$ cat src/rtl/mdc_stream_pkg.sv
// Shared types and default sizes for the MDC stream endpoints.
// Used by mdc_stream_sink and the matching source block.
package mdc_stream_pkg;

  localparam int DATA_W_DEF = 32;
  localparam int DEPTH_DEF  = 16;
  localparam int LEN_W_DEF  = 16;

  typedef enum logic [1:0] {
    IDLE = 2'd0,
    RUN  = 2'd1,
    DONE = 2'd2
  } state_e;

endpackage

$ cat src/rtl/mdc_sync_fifo.sv
// Register-based synchronous FIFO, first word always visible on o_rd_data.
// Ports: i_wr_en/i_wr_data push, i_rd_en pop, o_level/o_empty/o_full status.
module mdc_sync_fifo
  import mdc_stream_pkg::*;
#(
  parameter int DATA_W = DATA_W_DEF,
  parameter int DEPTH  = DEPTH_DEF
) (
  input  logic                     clock,
  input  logic                     reset,
  input  logic                     i_wr_en,
  input  logic [DATA_W-1:0]        i_wr_data,
  input  logic                     i_rd_en,
  output logic [DATA_W-1:0]        o_rd_data,
  output logic [$clog2(DEPTH):0]   o_level,
  output logic                     o_empty,
  output logic                     o_full
);

  localparam int AW = $clog2(DEPTH);

  logic [DATA_W-1:0] r_mem [DEPTH];
  logic [AW-1:0]     r_wr_ptr;
  logic [AW-1:0]     r_rd_ptr;
  logic [AW:0]       r_level;
  logic              w_push;
  logic              w_pop;

  assign o_empty   = (r_level == '0);
  assign o_full    = (r_level == (AW+1)'(DEPTH));
  assign o_level   = r_level;
  assign o_rd_data = r_mem[r_rd_ptr];
  assign w_push    = i_wr_en & ~o_full;
  assign w_pop     = i_rd_en & ~o_empty;

  always_ff @(posedge clock or posedge reset) begin
    if (reset) begin
      for (int i = 0; i < DEPTH; i++) r_mem[i] <= '0;
      r_wr_ptr <= '0;
      r_rd_ptr <= '0;
      r_level  <= '0;
    end else begin
      if (w_push) begin
        r_mem[r_wr_ptr] <= i_wr_data;
        r_wr_ptr        <= r_wr_ptr + 1'b1;
      end
      if (w_pop) r_rd_ptr <= r_rd_ptr + 1'b1;
      unique case ({w_push, w_pop})
        2'b10:   r_level <= r_level + 1'b1;
        2'b01:   r_level <= r_level - 1'b1;
        default: r_level <= r_level;
      endcase
    end
  end

endmodule

$ cat src/rtl/mdc_stream_sink.sv
// Network data/wr/full sink re-emitting framed valid/ready transfers.
// Ports: in_* network side, out_* stream side, cfg_len/start/busy/done/overflow/level control.
module mdc_stream_sink
  import mdc_stream_pkg::*;
#(
  parameter int DATA_W = DATA_W_DEF,
  parameter int DEPTH  = DEPTH_DEF,
  parameter int LEN_W  = LEN_W_DEF
) (
  input  logic                   clock,
  input  logic                   reset,
  input  logic [DATA_W-1:0]      in_data,
  input  logic                   in_wr,
  output logic                   in_full,
  output logic [DATA_W-1:0]      out_data,
  output logic                   out_valid,
  input  logic                   out_ready,
  output logic                   out_last,
  input  logic [LEN_W-1:0]       cfg_len,
  input  logic                   start,
  output logic                   busy,
  output logic                   done,
  output logic                   overflow,
  output logic [$clog2(DEPTH):0] level
);

  localparam logic [LEN_W-1:0] L_ONE = LEN_W'(1);

  state_e             r_state;
  logic [LEN_W-1:0]   r_len;
  logic [LEN_W-1:0]   r_wr_cnt;
  logic [LEN_W-1:0]   r_rd_cnt;
  logic               r_ovf;
  logic               r_done;
  logic               r_busy;

  logic               w_run;
  logic               w_push;
  logic               w_pop;
  logic               w_empty;
  logic               w_ff_full;
  logic               w_last_cnt;

  assign w_run      = (r_state == RUN);
  // Gate on both FIFO space and the programmed length so no word
  // past the end of the transfer is ever buffered.
  assign in_full    = ~w_run | w_ff_full | (r_wr_cnt == r_len);
  assign w_push     = in_wr & ~in_full;
  assign out_valid  = w_run & ~w_empty;
  assign w_pop      = out_valid & out_ready;
  assign w_last_cnt = (r_rd_cnt == (r_len - L_ONE));
  assign out_last   = out_valid & w_last_cnt;
  assign busy       = r_busy;
  assign done       = r_done;
  assign overflow   = r_ovf;

  mdc_sync_fifo #(
    .DATA_W (DATA_W),
    .DEPTH  (DEPTH)
  ) u_fifo (
    .clock     (clock),
    .reset     (reset),
    .i_wr_en   (w_push),
    .i_wr_data (in_data),
    .i_rd_en   (w_pop),
    .o_rd_data (out_data),
    .o_level   (level),
    .o_empty   (w_empty),
    .o_full    (w_ff_full)
  );

  always_ff @(posedge clock or posedge reset) begin
    if (reset) begin
      r_state  <= IDLE;
      r_len    <= '0;
      r_wr_cnt <= '0;
      r_rd_cnt <= '0;
      r_ovf    <= 1'b0;
      r_done   <= 1'b0;
      r_busy   <= 1'b0;
    end else begin
      r_done <= 1'b0;
      unique case (r_state)
        IDLE: begin
          if (start) begin
            r_busy <= 1'b1;
            if (cfg_len != '0) begin
              r_len    <= cfg_len;
              r_wr_cnt <= '0;
              r_rd_cnt <= '0;
              r_ovf    <= 1'b0;
              r_state  <= RUN;
            end else begin
              r_done  <= 1'b1;
              r_state <= DONE;
            end
          end
        end
        RUN: begin
          if (w_push) r_wr_cnt <= r_wr_cnt + L_ONE;
          if (w_pop) r_rd_cnt <= r_rd_cnt + L_ONE;
          if (in_wr & in_full) r_ovf <= 1'b1;
          if (w_pop & w_last_cnt) begin
            r_done  <= 1'b1;
            r_state <= DONE;
          end
        end
        DONE: begin
          r_busy  <= 1'b0;
          r_state <= IDLE;
        end
        default: begin
          r_busy  <= 1'b0;
          r_state <= IDLE;
        end
      endcase
    end
  end

endmodule

$ cat config.mk
export PLATFORM = sky130hd
export DESIGN_NAME = mdc_stream_sink
export DESIGN_NICKNAME = d
export VERILOG_FILES = /design/src/rtl/mdc_stream_pkg.sv /design/src/rtl/mdc_sync_fifo.sv /design/src/rtl/mdc_stream_sink.sv
export SDC_FILE = /design/constraint.sdc
export NUM_CORES = 1
export LEC_CHECK = 0
export BUFFER_PORTS_ARGS = -buffer_cell sky130_fd_sc_hd__clkbuf_2
export CELL_PAD_IN_SITES_DETAIL_PLACEMENT = 0
export CELL_PAD_IN_SITES_GLOBAL_PLACEMENT = 1
export CORE_UTILIZATION = 30
export CTS_CLUSTER_DIAMETER = 80
export DETAILED_ROUTE_END_ITERATION = 12
export PLACE_DENSITY_LB_ADDON = 0.1
export SYNTH_ARGS = -nofsm -noshare
export SYNTH_HDL_FRONTEND = slang
export SYNTH_SLANG_ARGS = --single-unit
$ cat constraint.sdc
create_clock -name clock -period 22 [get_ports clock]
set_clock_uncertainty 0.05 [all_clocks]
set_input_delay 1.1 -clock clock [delete_from_list [all_inputs] [get_ports clock]]
set_output_delay 1.1 -clock clock [all_outputs]
set_load 0.02 [all_outputs]
==> implementation parameters <==
Parameter                              Value

Synthesis
  FF+latch count, synth ... 578
  Post-Syn Instances ... 1,779
  Most instantiated library cell after synthesis ... sky130_fd_sc_hd__dfrtp_1
  Dominant register cell in the synthesized netlist ... sky130_fd_sc_hd__dfrtp_1
  Leading cell types by total area after synthesis ... sky130_fd_sc_hd__dfrtp_1 53%, sky130_fd_sc_hd__mux2_2 21%, sky130_fd_sc_hd__mux4_2 13%
  Number of flops mapped to enable cells by yosys ... 0
  Average cell area after synthesis ... 15.21 µm²
  Ys async rst share ... 100.0%
  Combined area of all synthesized cells ... 27,060 µm²
  Commonest cells in the netlist ... 578 x sky130_fd_sc_hd__dfrtp_1, 499 x sky130_fd_sc_hd__mux2_2, 160 x sky130_fd_sc_hd__mux4_2
  Sequential area share after synthesis ... 53.44%
  Cell type contributing the most total cell area after synthesis ... sky130_fd_sc_hd__dfrtp_1
  Synthesized net count ... 1,845
  Portion of synthesized cell area occupied by the leading cell type ... 53.44%
  Number of warnings issued by yosys ... 0
  Cell variety after synth ... 64

Critical path
  Maximum net fanout on the critical path ... 41
  Critical Path AT ... 4270 ps
  Required time of the critical path ... 20,850 ps
  Cell-by-cell listing of the critical path ... buf_4, buf_4, mux4_2, mux4_2, clkbuf_2
  Critical path's top delay family ... buffers and inverters
  Critical Path Slowest Stage Cell ... sky130_fd_sc_hd__dfrtp_4
  Buffers & Inverters on Critical Path ... 3
  Startpoint kind of the worst setup timing path ... flop
  Critical path endpoint category ... primary output
  WS Path Type ... reg2out
  Critical path's largest stage delay ... 800 ps

Final layout
  Core Util, Final ... 34.74%
  Layout net count ... 1,903
  Relative area change from synthesis to final layout ... 14.14%
  Layout cell share with drive strength beyond 1 ... 48.89%
  Filler cell count ... 8,632

Min path
  Worst min path class ... reg2reg

STA
  Period utilization ... 24.65%
  Period minus WS final ... 5424 ps
  Count of final hold-check violations ... 0
  Unrepaired setup endpoints after global routing ... no
  Setup-violating endpoint count in the final report ... 0
  Slew Viols, Final ... 0
  Fmax ... 0.1844 GHz
  Rel. slew slack ... 30.37%
  Setup TNS ... 0 ps
  Slew at the pin closest to its max-slew limit ... 1015 ps

CTS
  Count of H-tree levels built during CTS ... 3
  Number of hold buffers added after CTS ... 0
  Clk buf depth ... 3
  TritonCTS clock tree ... yes
  Clock transition at path regs ... 60 ps
  Clock sink count ... 578
  Worst-skew pair later-pin latency ... 620 ps
  Cts bufs inserted ... 73
  Master cell of the clock root buffer ... sky130_fd_sc_hd__clkbuf_16
  Number of setup buffers added after CTS ... 0
  Number of cells upsized or downsized after cts ... 0

Power and ir drop
  Overall power after layout ... 4.807 mW
  Max rail drop VDD ... 0.07464 mV
  Leak Pwr ... 13.33 nW
  Cell area power density ... 155.6 nW/µm²

Global routing
  Initial antenna violation count ... 3
  Global Route Usage Sum ... 16.82%
  Remaining global-route overflow ... 0
  Number of global-route vias before repair ... 16,680
  Maximum number of pins on one net before global-route repair ... 128
  Wire length of the first global-routing pass ... 113,100 µm

Drt
  Antenna-violating nets left ... 0
  # DRC ... 0
  Average wire length per cell after detail routing ... 24.55 µm
  Iteration count of the initial detailed-routing pass ... 4
  Total vias in the final route ... 15,400
  Initial DRC count ... 677
  Number of vias per cell ... 5.042
  Detailed Route WL ... 74,990 µm

Floorplan
  Initial Utilization ... 30.44%
  X dimension of the die ... 302.4 µm
  Core Rows ... 109
  Standard cell core area ... 88,920 µm²
  Die H ... 302.4 µm
  IO Count ... 96
  Total Die Area ... 91,420 µm²

Place
  Final RePlAce weighted congestion ... 0.7039
  Buffers added on ports ... 95
  Final HPWL from detailed placement ... 41,940 µm

Status
  Outcome ... complete, no violations

Flow run
  Max-cap violations ... 0
## per-stage QoR
| stage | instances | setup slack [ps] | cell area, µm² | hold slack [ps] |
|---|---|---|---|---|
| after global routing | 3054 | 16230 | 30890 | 453.1 |
| after detailed placement | 2927 | 17060 | 28530 | 407.4 |
| after CTS | 3053 | 16360 | 30890 | 416.0 |
| final | 3055 | 16580 | 30890 | 412.5 |
| after floorplan | 1779 | 4679 | 27060 | 379.5 |
| after global placement | 2927 | 17100 | 28530 | 399.7 |
## cell families after synthesis
kind of cell,count (synthesis),synth area share [%]
simple gates,203,4.078
fa+ha+maj,13,0.6287
flops,578,53.44
mux,675,34.74
compound gates,81,2.043
buf+inv,168,3.097
xor+xnor,61,1.974
## final timing paths
path | start | slack, ps | endpoint | cells after the start
worst max-delay path | u_fifo.r_rd_ptr[0] | 16580 | out_data[3] | 5
worst min-delay path | r_state[1] | 410 | busy | 1
worst max register to register | r_len[2] | 18010 | u_fifo.o_level[4] | 12
worst min register to register | r_state[1] | 410 | busy | 1
max in group asynchronous | reset | 18290 | u_fifo.r_mem[410] | 5
min in group asynchronous | reset | 590 | u_fifo.o_level[1] | 2
## worst register-to-register path, delay by kind of cell, from the launching register on
family / cells / cell delay [ps]
simple gates: 4 / 970
fa+ha+maj: 2 / 860
flops: 1 / 640
xor+xnor: 3 / 500
buf+inv: 1 / 490
compound gates: 2 / 360
## state kept, by name, summed over array words and instances (netlist names)
| name | flops |
|---|---|
| busy | 1 |
| done | 1 |
| overflow | 1 |
| r_len | 16 |
| r_rd_cnt | 16 |
| r_state | 2 |
| r_wr_cnt | 16 |
| u_fifo.o_level | 5 |
| u_fifo.r_mem | 512 |
| u_fifo.r_rd_ptr | 4 |
| u_fifo.r_wr_ptr | 4 |
## metal layers
layer	share of wire (%)	track usage [%]
met1	46	22.89
met2	49	27.73
met3	3.1	2.938
met4	2.0	4.197
met5	0.045	0
## power by group
part	switching [mW]	total [mW]	internal (mW)
sequential	0.342	1.88	1.54
clock	0.472	1.18	0.710
combinational	0.749	1.74	0.991
total	1.56	4.81	3.24
## layout make-up
| cell class | count | area, µm² | area share [%] |
|---|---|---|---|
| antenna | 2 | 5.005 | 0.01620 |
| clock buffer | 114 | 2202 | 7.129 |
| clock inverter | 12 | 151.4 | 0.4901 |
| inverter | 22 | 90.09 | 0.2916 |
| multi-input combinational | 1033 | 11780 | 38.13 |
| sequential | 578 | 14480 | 46.86 |
| tap | 1165 | 1458 | 4.719 |
| timing repair buffer | 129 | 730.7 | 2.365 |
## layout by cell type (no fill, tap or decap), types with 3 or more instances in the layout
master and instances:
sky130_fd_sc_hd__dfrtp_1 574, sky130_fd_sc_hd__mux2_2 499, sky130_fd_sc_hd__mux4_2 160, sky130_fd_sc_hd__clkbuf_2 95
sky130_fd_sc_hd__clkbuf_16 74, sky130_fd_sc_hd__nand2_1 67, sky130_fd_sc_hd__xor2_1 34, sky130_fd_sc_hd__buf_4 34
sky130_fd_sc_hd__xnor2_1 27, sky130_fd_sc_hd__nor2_1 27, sky130_fd_sc_hd__a21oi_1 20, sky130_fd_sc_hd__inv_1 20
sky130_fd_sc_hd__o21ai_0 20, sky130_fd_sc_hd__clkbuf_1 20, sky130_fd_sc_hd__clkbuf_8 20, sky130_fd_sc_hd__nor4_1 15
sky130_fd_sc_hd__mux2_1 15, sky130_fd_sc_hd__nand3_1 13, sky130_fd_sc_hd__nor3_1 12, sky130_fd_sc_hd__ha_1 12
sky130_fd_sc_hd__nand4_1 11, sky130_fd_sc_hd__nand3_2 11, sky130_fd_sc_hd__or3_1 11, sky130_fd_sc_hd__and2_1 9
sky130_fd_sc_hd__o41ai_1 5, sky130_fd_sc_hd__nand2b_1 4, sky130_fd_sc_hd__a31oi_1 4, sky130_fd_sc_hd__clkinv_2 4
sky130_fd_sc_hd__inv_6 4, sky130_fd_sc_hd__or4_1 3, sky130_fd_sc_hd__nor2b_1 3, sky130_fd_sc_hd__o21a_1 3
sky130_fd_sc_hd__a311oi_1 3, sky130_fd_sc_hd__a31o_2 3, sky130_fd_sc_hd__and4_1 3, sky130_fd_sc_hd__a2111o_1 3
sky130_fd_sc_hd__dfrtp_4 3
Note: power is estimated with default switching activity, not from simulation.
